==> config.mk <==
export PLATFORM = sky130hd
export DESIGN_NAME = ex_mem_skid_flat
export DESIGN_NICKNAME = d
export VERILOG_FILES = /design/src/rtl/ex_mem_skid_if.sv /design/src/rtl/ex_mem_skid.sv /design/src/flat_wrapper.sv
export SDC_FILE = /design/constraint.sdc
export NUM_CORES = 1
export LEC_CHECK = 0
export CORE_MARGIN = 5
export CORE_UTILIZATION = 50
export DETAILED_ROUTE_END_ITERATION = 6
export GPL_ROUTABILITY_DRIVEN = 0
export GPL_TIMING_DRIVEN = 1
export PLACE_DENSITY = 0.8
export SLEW_MARGIN = 20
export SYNTH_ARGS = -nofsm -noshare
export SYNTH_HDL_FRONTEND = slang
export SYNTH_SLANG_ARGS = --single-unit
==> constraint.sdc <==
create_clock -name clk -period 2.1 [get_ports clk]
set_input_delay 0.63 -clock clk [delete_from_list [all_inputs] [get_ports clk]]
set_output_delay 0.63 -clock clk [all_outputs]
set_load 0.05 [all_outputs]
==> src/rtl/ex_mem_skid_if.sv <==
// EX/MEM handshake bundle: execute-side request/ready and memory-side valid/ready
// with the pipeline payload carried in both directions.
interface ex_mem_skid_if #(
    parameter int DATA_W = 64,
    parameter int RD_W   = 5
);
    logic              in_valid;
    logic              in_ready;
    logic [DATA_W-1:0] in_result;
    logic              in_zero;
    logic [DATA_W-1:0] in_store_data;
    logic [RD_W-1:0]   in_rd;
    logic [3:0]        in_ctrl;

    logic              out_valid;
    logic              out_ready;
    logic [DATA_W-1:0] out_result;
    logic              out_zero;
    logic [DATA_W-1:0] out_store_data;
    logic [RD_W-1:0]   out_rd;
    logic [3:0]        out_ctrl;

    modport slave (
        input  in_valid, in_result, in_zero, in_store_data, in_rd, in_ctrl,
        output in_ready,
        output out_valid, out_result, out_zero, out_store_data, out_rd, out_ctrl,
        input  out_ready
    );

    modport master (
        output in_valid, in_result, in_zero, in_store_data, in_rd, in_ctrl,
        input  in_ready,
        input  out_valid, out_result, out_zero, out_store_data, out_rd, out_ctrl,
        output out_ready
    );
endinterface

==> src/rtl/ex_mem_skid.sv <==
// EX/MEM pipeline register with a one-entry skid buffer so in_ready is fully registered.
// Optional back-pressure counter enabled by defining EXMEM_STALL_CNT_EN.
module ex_mem_skid #(
    parameter int DATA_W = 64,
    parameter int RD_W   = 5
) (
    input  logic                clk,
    input  logic                reset,
    input  logic                flush,
    ex_mem_skid_if.slave        bus,
    output logic [15:0]         stall_cnt
);
    typedef struct packed {
        logic [DATA_W-1:0] result;
        logic              zero;
        logic [DATA_W-1:0] store_data;
        logic [RD_W-1:0]   rd;
        logic [3:0]        ctrl;
    } entry_t;

    // Occupancy: main holds the presented entry, FULL means skid is also in use.
    typedef enum logic [1:0] {
        OCC_EMPTY = 2'd0,
        OCC_MAIN  = 2'd1,
        OCC_FULL  = 2'd2
    } occ_e;

    occ_e   occ_q, occ_d;
    entry_t main_q, main_d;
    entry_t skid_q, skid_d;
    entry_t in_ent;
    logic   accept;
    logic   drain;

    assign in_ent = {bus.in_result, bus.in_zero, bus.in_store_data, bus.in_rd, bus.in_ctrl};

    assign bus.in_ready  = (occ_q != OCC_FULL);
    assign bus.out_valid = (occ_q != OCC_EMPTY);

    assign accept = bus.in_valid && bus.in_ready;
    assign drain  = bus.out_valid && bus.out_ready;

    always_comb begin
        occ_d  = occ_q;
        main_d = main_q;
        skid_d = skid_q;
        case (occ_q)
            OCC_EMPTY: begin
                if (accept) begin
                    main_d = in_ent;
                    occ_d  = OCC_MAIN;
                end
            end
            OCC_MAIN: begin
                if (drain && accept) begin
                    main_d = in_ent;
                end else if (drain) begin
                    occ_d = OCC_EMPTY;
                end else if (accept) begin
                    skid_d = in_ent;
                    occ_d  = OCC_FULL;
                end
            end
            OCC_FULL: begin
                if (drain) begin
                    main_d = skid_q;
                    occ_d  = OCC_MAIN;
                end
            end
            default: occ_d = OCC_EMPTY;
        endcase
        // Data may still load during a flush; it is unreachable once occupancy is empty.
        if (flush) begin
            occ_d = OCC_EMPTY;
        end
    end

    always_ff @(posedge clk) begin
        if (reset) begin
            occ_q  <= OCC_EMPTY;
            main_q <= '0;
            skid_q <= '0;
        end else begin
            occ_q  <= occ_d;
            main_q <= main_d;
            skid_q <= skid_d;
        end
    end

    assign bus.out_result     = main_q.result;
    assign bus.out_zero       = main_q.zero;
    assign bus.out_store_data = main_q.store_data;
    assign bus.out_rd         = main_q.rd;
    assign bus.out_ctrl       = main_q.ctrl;

`ifdef EXMEM_STALL_CNT_EN
    logic [15:0] stall_cnt_q, stall_cnt_d;

    // Saturating; flush deliberately leaves the count alone.
    always_comb begin
        stall_cnt_d = stall_cnt_q;
        if (bus.out_valid && !bus.out_ready && (stall_cnt_q != 16'hFFFF)) begin
            stall_cnt_d = stall_cnt_q + 16'd1;
        end
    end

    always_ff @(posedge clk) begin
        if (reset) begin
            stall_cnt_q <= '0;
        end else begin
            stall_cnt_q <= stall_cnt_d;
        end
    end

    assign stall_cnt = stall_cnt_q;
`else
    assign stall_cnt = '0;
`endif
endmodule

==> src/flat_wrapper.sv <==
// flat-port wrapper written by rule: the top's interface ports become plain ports
module ex_mem_skid_flat 
#(
    parameter int DATA_W = 64,
    parameter int RD_W   = 5
)
  (clk, reset, flush, stall_cnt, bus_in_valid, bus_in_result, bus_in_zero, bus_in_store_data, bus_in_rd, bus_in_ctrl, bus_in_ready, bus_out_valid, bus_out_result, bus_out_zero, bus_out_store_data, bus_out_rd, bus_out_ctrl, bus_out_ready);
  ex_mem_skid_if #(.DATA_W(DATA_W), .RD_W(RD_W)) bus_i ();
  input  logic clk;
  input  logic reset;
  input  logic flush;
  output logic [15:0] stall_cnt;
  input wire logic [$bits(bus_i.in_valid)-1:0] bus_in_valid;
  input wire logic [$bits(bus_i.in_result)-1:0] bus_in_result;
  input wire logic [$bits(bus_i.in_zero)-1:0] bus_in_zero;
  input wire logic [$bits(bus_i.in_store_data)-1:0] bus_in_store_data;
  input wire logic [$bits(bus_i.in_rd)-1:0] bus_in_rd;
  input wire logic [$bits(bus_i.in_ctrl)-1:0] bus_in_ctrl;
  output wire logic [$bits(bus_i.in_ready)-1:0] bus_in_ready;
  output wire logic [$bits(bus_i.out_valid)-1:0] bus_out_valid;
  output wire logic [$bits(bus_i.out_result)-1:0] bus_out_result;
  output wire logic [$bits(bus_i.out_zero)-1:0] bus_out_zero;
  output wire logic [$bits(bus_i.out_store_data)-1:0] bus_out_store_data;
  output wire logic [$bits(bus_i.out_rd)-1:0] bus_out_rd;
  output wire logic [$bits(bus_i.out_ctrl)-1:0] bus_out_ctrl;
  input wire logic [$bits(bus_i.out_ready)-1:0] bus_out_ready;
  assign bus_i.in_valid = bus_in_valid;
  assign bus_i.in_result = bus_in_result;
  assign bus_i.in_zero = bus_in_zero;
  assign bus_i.in_store_data = bus_in_store_data;
  assign bus_i.in_rd = bus_in_rd;
  assign bus_i.in_ctrl = bus_in_ctrl;
  assign bus_in_ready = bus_i.in_ready;
  assign bus_out_valid = bus_i.out_valid;
  assign bus_out_result = bus_i.out_result;
  assign bus_out_zero = bus_i.out_zero;
  assign bus_out_store_data = bus_i.out_store_data;
  assign bus_out_rd = bus_i.out_rd;
  assign bus_out_ctrl = bus_i.out_ctrl;
  assign bus_i.out_ready = bus_out_ready;
  ex_mem_skid #(.DATA_W(DATA_W), .RD_W(RD_W)) u_core (.clk(clk), .reset(reset), .flush(flush), .bus(bus_i), .stall_cnt(stall_cnt));
endmodule
-- After elaboration in Yosys (flattened, before gate mapping)
Cells that the tools add are included.
- input bits: 143
- bits in registers: 278
- output and inout port bits: 156
- word-level logic and storage cells: 41
- muxes and demuxes: 10
- reductions and logical operators: 10
- equal/unequal tests: 8
- bitwise logic cells: 2
- operators with widths (kind ; count):
    $mux 138 ; 3
    $pmux 138 s3 ; 1
    $reduce_and 4->1 ; 3
    $mux 2 ; 5
    $ne 2x1->1 const B ; 3
    $pmux 2 s3 ; 1
    $ne 2x2->1 const B ; 2
    $logic_and 1x1->1 ; 3
    $ne 3x1->1 const B ; 1
    $reduce_bool 3->1 ; 1
    $eq 2x1->1 const B ; 1
    $eq 2x2->1 const B ; 1
    $logic_not 2->1 ; 1
    $not 1->1 ; 2
    $reduce_bool 2->1 ; 1
    $reduce_or 2->1 ; 1

-- Logic depth before layout (Yosys ltp)
- depth in word-level cells: 6
- gate-level depth with buffers: 6
- mapped depth without buffers: 3

-- Worst setup path before layout
OpenSTA, ideal clock, no wires.
- path type: input to register
- from: in bus_in_valid
- to: reg u_core.main_q (netlist bit u_core.bus.out_ctrl[0])
- required time: 1.954 ns
- stages: 6
- setup time: 0.146 ns
- buffers on the path: 3
- data arrival time: 1.520 ns
- setup slack: 0.434 ns
- path through: nor2b_1 > buf_2 > buf_2 > buf_4 > a211oi_1 > a211oi_2
- word-level cells in the longest chain between the ends: 4
- elaborated cells between the ends (all ways): 5
- those cells by class: eq/ne: 2; reduce/logical: 3
- ends and longest elaborated chain (item ; line ; RTL):
    from (decl) ; flat_wrapper.sv:13 ; input wire logic [$bits(bus_i.in_valid)-1:0] bus_in_valid;
    $logic_and 1x1->1 (*) ; ex_mem_skid.sv:40 ; assign accept = bus.in_valid && bus.in_ready;
    $logic_and 1x1->1 ; ex_mem_skid.sv:55 ; if (drain && accept) begin
    $ne 2x1->1 (no line) ; - ;
    $reduce_and 4->1 (no line) (*) ; - ;
    to (signal assigned) ; ex_mem_skid.sv:85 ; main_q <= main_d;
    to (decl) ; ex_mem_skid.sv:29 ; entry_t main_q, main_d;
Every way passes the cells marked *; elsewhere a longest branch is shown, timed or not.
A chain may end at the register's enable or synchronous reset.

-- Worst setup path after layout
- from: reg u_core.occ_q[1]
- to: out bus_out_valid
- word-level cells in the longest chain between the ends: 1
- ends and longest elaborated chain (item ; line ; RTL):
    from (decl) ; ex_mem_skid.sv:28 ; occ_e occ_q, occ_d;
    from (signal assigned) ; ex_mem_skid.sv:80 ; occ_q <= OCC_EMPTY;
    from (signal assigned) ; ex_mem_skid.sv:84 ; occ_q <= occ_d;
    $reduce_bool 2->1 ; ex_mem_skid.sv:38 ; assign bus.out_valid = (occ_q != OCC_EMPTY);
    to (decl) ; flat_wrapper.sv:20 ; output wire logic [$bits(bus_i.out_valid)-1:0] bus_out_valid;
No other way between the ends.

==> results by group <==
Worst setup path
  – Reg-to-reg setup timing slack: 250 ps
  – Setup crit start kind: flop
  – Worst Path Class, Setup: flop to primary output
  – Worst r2r path cells: 5
  – R2r startpoint: u_core.occ_q[0]
  – CP Capture Type: primary output
  – CP required: 1470 ps
  – Arrival @ worst endpoint: 1420 ps
  – CP max FO: 8
  – Critical R2R Capture: u_core.bus.out_result[48]
  – Critical Path Source: u_core.occ_q[1]

Drt
  – Antenna violation net count after detailed routing: 0
  – DR vias: roughly 11000
  – Post-Route WL: 35.62 mm
  – Iter 0 DRT Violations: between 800 and 900
  – Residual DRC count: 0
  – DR WL/cell: 18.97 um
  – Vias per Instance: between 5 and 6
  – TritonRoute pass-1 iters: 5

Global route
  – Gr ovfl total: 0
  – Initial antenna violation count: 2
  – Largest net degree at the start of global routing: 75
  – Vias in the first global route: 10760
  – GRT Resource Usage Total: 24.16%
  – First-pass GRT wire length: 57.28 mm

Placement
  – Pre-CTS WS: -201.6 ps
  – DP Cell Count: about 1800
  – DP HPWL: approximately 24 mm
  – Placed cell area: between 15000 and 20000 um^2
  – PortBufs: between 200 and 300

Clock network
  – Clock transition at path regs: 60 ps
  – Clock tree buffer depth: 3
  – Clk sink count: 278
  – H-tree levels: 1
  – Clk root buf: clkbuf_16
  – Skew-Pair Late Insertion Delay: 550 ps
  – Total CTS buffers: 30
  – CTS tree: done
  – Post-CTS Hold Fix Bufs: 0

Layout
  – Fin cells: 1878
  – Area of the multi-input gates: roughly 6000 um^2
  – Final #Nets: between 1500 and 2000
  – Fillers: 1881
  – Post-route cell area: about 17000 um^2
  – Synth-to-Final Area Change: 33.87%
  – Share of cells above drive strength 1: between 20% and 30%
  – Sequential Area: 5568 um^2

Min path
  – Min-Delay Endpoint: u_core.skid_q[119]
  – Worst hold path class: input pin to flop
  – Hold Crit Start: reset
  – Min-Delay Path Depth: 2

Floorplanning
  – Initial Utilization: around half
  – I/O Pins: approximately 300
  – Die footprint: 28070 um^2
  – Core outline area: 24390 um^2
  – DIE HEIGHT: 167.5 um
  – Row count: 57
  – Chip width: roughly 170 um

STA
  – Final Skew: approximately 13 ps
  – Max-slew violation count: 0
  – Final setup vio count: 0
  – Final worst path period need: 2054 ps
  – Max Freq: 486.8 MHz
  – RSZ-0062 raised after global routing: no
  – Final setup margin: 45.70 ps
  – Final period util: between 90% and 100%
  – Fin Setup TNS: 0 ps
  – Final Hold Viols: 0

Logic synthesis
  – Seq/Total Area, Yosys: 44.84%
  – Share of the synthesized area in the top cell type: between 40% and 50%
  – Gate Count Post-Synth: 1278
  – Synth top area cells: dfxtp_1 45%, a211oi_2 12%, mux2i_1 11%
  – Unique cell type count in the Yosys netlist: 26
  – Yosys top cell by area: dfxtp_1
  – Area of the mapped netlist: around 12000 um^2
  – Yosys reg bits: 278
  – Count leader, synth: dfxtp_1
  – Synth Area per Inst: 9.711 um^2
  – Top cells by count, synth: 278 x dfxtp_1, 277 x nand2_1, 157 x a211oi_1
  – Post-synth EDFFs: 0
  – Async S/R FF share, synth: 0%
  – Main synth FF type: dfxtp_1
  – Synth Warn #: 0

Power
  – Pleak: 6.940 nW
  – Pwr/cell area: a little over 800 nW/um^2
  – Maximum vdd drop: approximately 0.70 mV

Run status
  – Status: complete, no violations

Run
  – Max-Cap Viols: 0
## state kept, by name, indices dropped and copies added, names as in the netlist
register                   cells
u_core.skid_q                138
u_core.bus.out_result         64
u_core.bus.out_store_data     64
u_core.bus.out_rd              5
u_core.bus.out_ctrl            4
u_core.occ_q                   2
u_core.bus.out_zero            1
## kinds of logic after synthesis
group | count (synthesis) | share of synthesized area, %
AOI/OAI and AO/OA | 419 | 27.46
buffers and inverters | 155 | 7.531
DFF | 278 | 44.84
muxes | 138 | 11.13
other | 1 | 0.03022
and+or+nand+nor | 287 | 9.003
## final cells by class
| class | instances | area share [%] |
|---|---|---|
| Timing Repair Buffer | 358 | 21.67 |
| Tap cell | 324 | 2.440 |
| Sequential cell | 278 | 33.51 |
| Antenna cell | 2 | 0.03012 |
| Multi-Input combinational cell | 860 | 36.19 |
| Clock buffer | 48 | 5.716 |
| Clock inverter | 8 | 0.4443 |
## what timing repair did
item,4_1_cts,5_1_grt
setup buffers,2,0
setup endpoints to repair,3,0
resized for setup,3,0
## layer usage
metal	part of all wire, %	track usage, %	vias up	routed length (um)
li1	-	-	5089	-
met1	43	33.10	5110	15450
met2	47	38.84	409	16570
met3	7.1	4.644	68	2524
met4	3.0	7.410	2	1057
met5	0.036	0	-	13
## worst max-delay path, cell delays in order, from the launching register on
cell and delay, ps:
dfxtp_2 380, or2_2 350, buf_12 160
## power breakdown
group / total, mW / internal [mW] / switching (mW)
combinational: 2.63 / 1.00 / 1.62
clock: 5.33 / 3.20 / 2.12
sequential: 5.71 / 5.54 / 0.177
## how the worst max path moves through the flow
stage                                end  slack, ps  cells past startpoint
2_1_floorplan     u_core.bus.out_ctrl[0]        430                      6
3_3_place_gp             u_core.occ_q[0]       -190                      5
3_5_place_dp   u_core.bus.out_result[36]       -200                      6
4_1_cts                    bus_out_valid         20                      2
5_1_grt                    bus_out_valid          2                      2
6_report                   bus_out_valid         50                      2
## layout by cell type, fill, tap and decap left out, types with 2 or more instances in the layout
master	count
nand2_1	277
dfxtp_1	276
buf_4	171
a211oi_1	157
clkdlybuf4s50_1	141
a21oi_1	138
mux2i_1	138
a211oi_2	120
buf_12	44
clkbuf_16	31
conb_1	16
clkbuf_8	11
clkbuf_1	6
clkinv_2	4
diode_2	2
nand2b_4	2
clkinvlp_4	2
dfxtp_2	2
## metrics by stage
step	util (%)	hold slack [ps]	total power, mW
2_1_floorplan	-	435.7	7.466
3_3_place_gp	63.83	440.4	8.403
3_5_place_dp	63.83	446.2	8.447
4_1_cts	68.10	415.7	13.76
5_1_grt	68.11	431.5	14.15
6_report	68.12	442.9	13.67
Power figures use the tool's default switching activity.
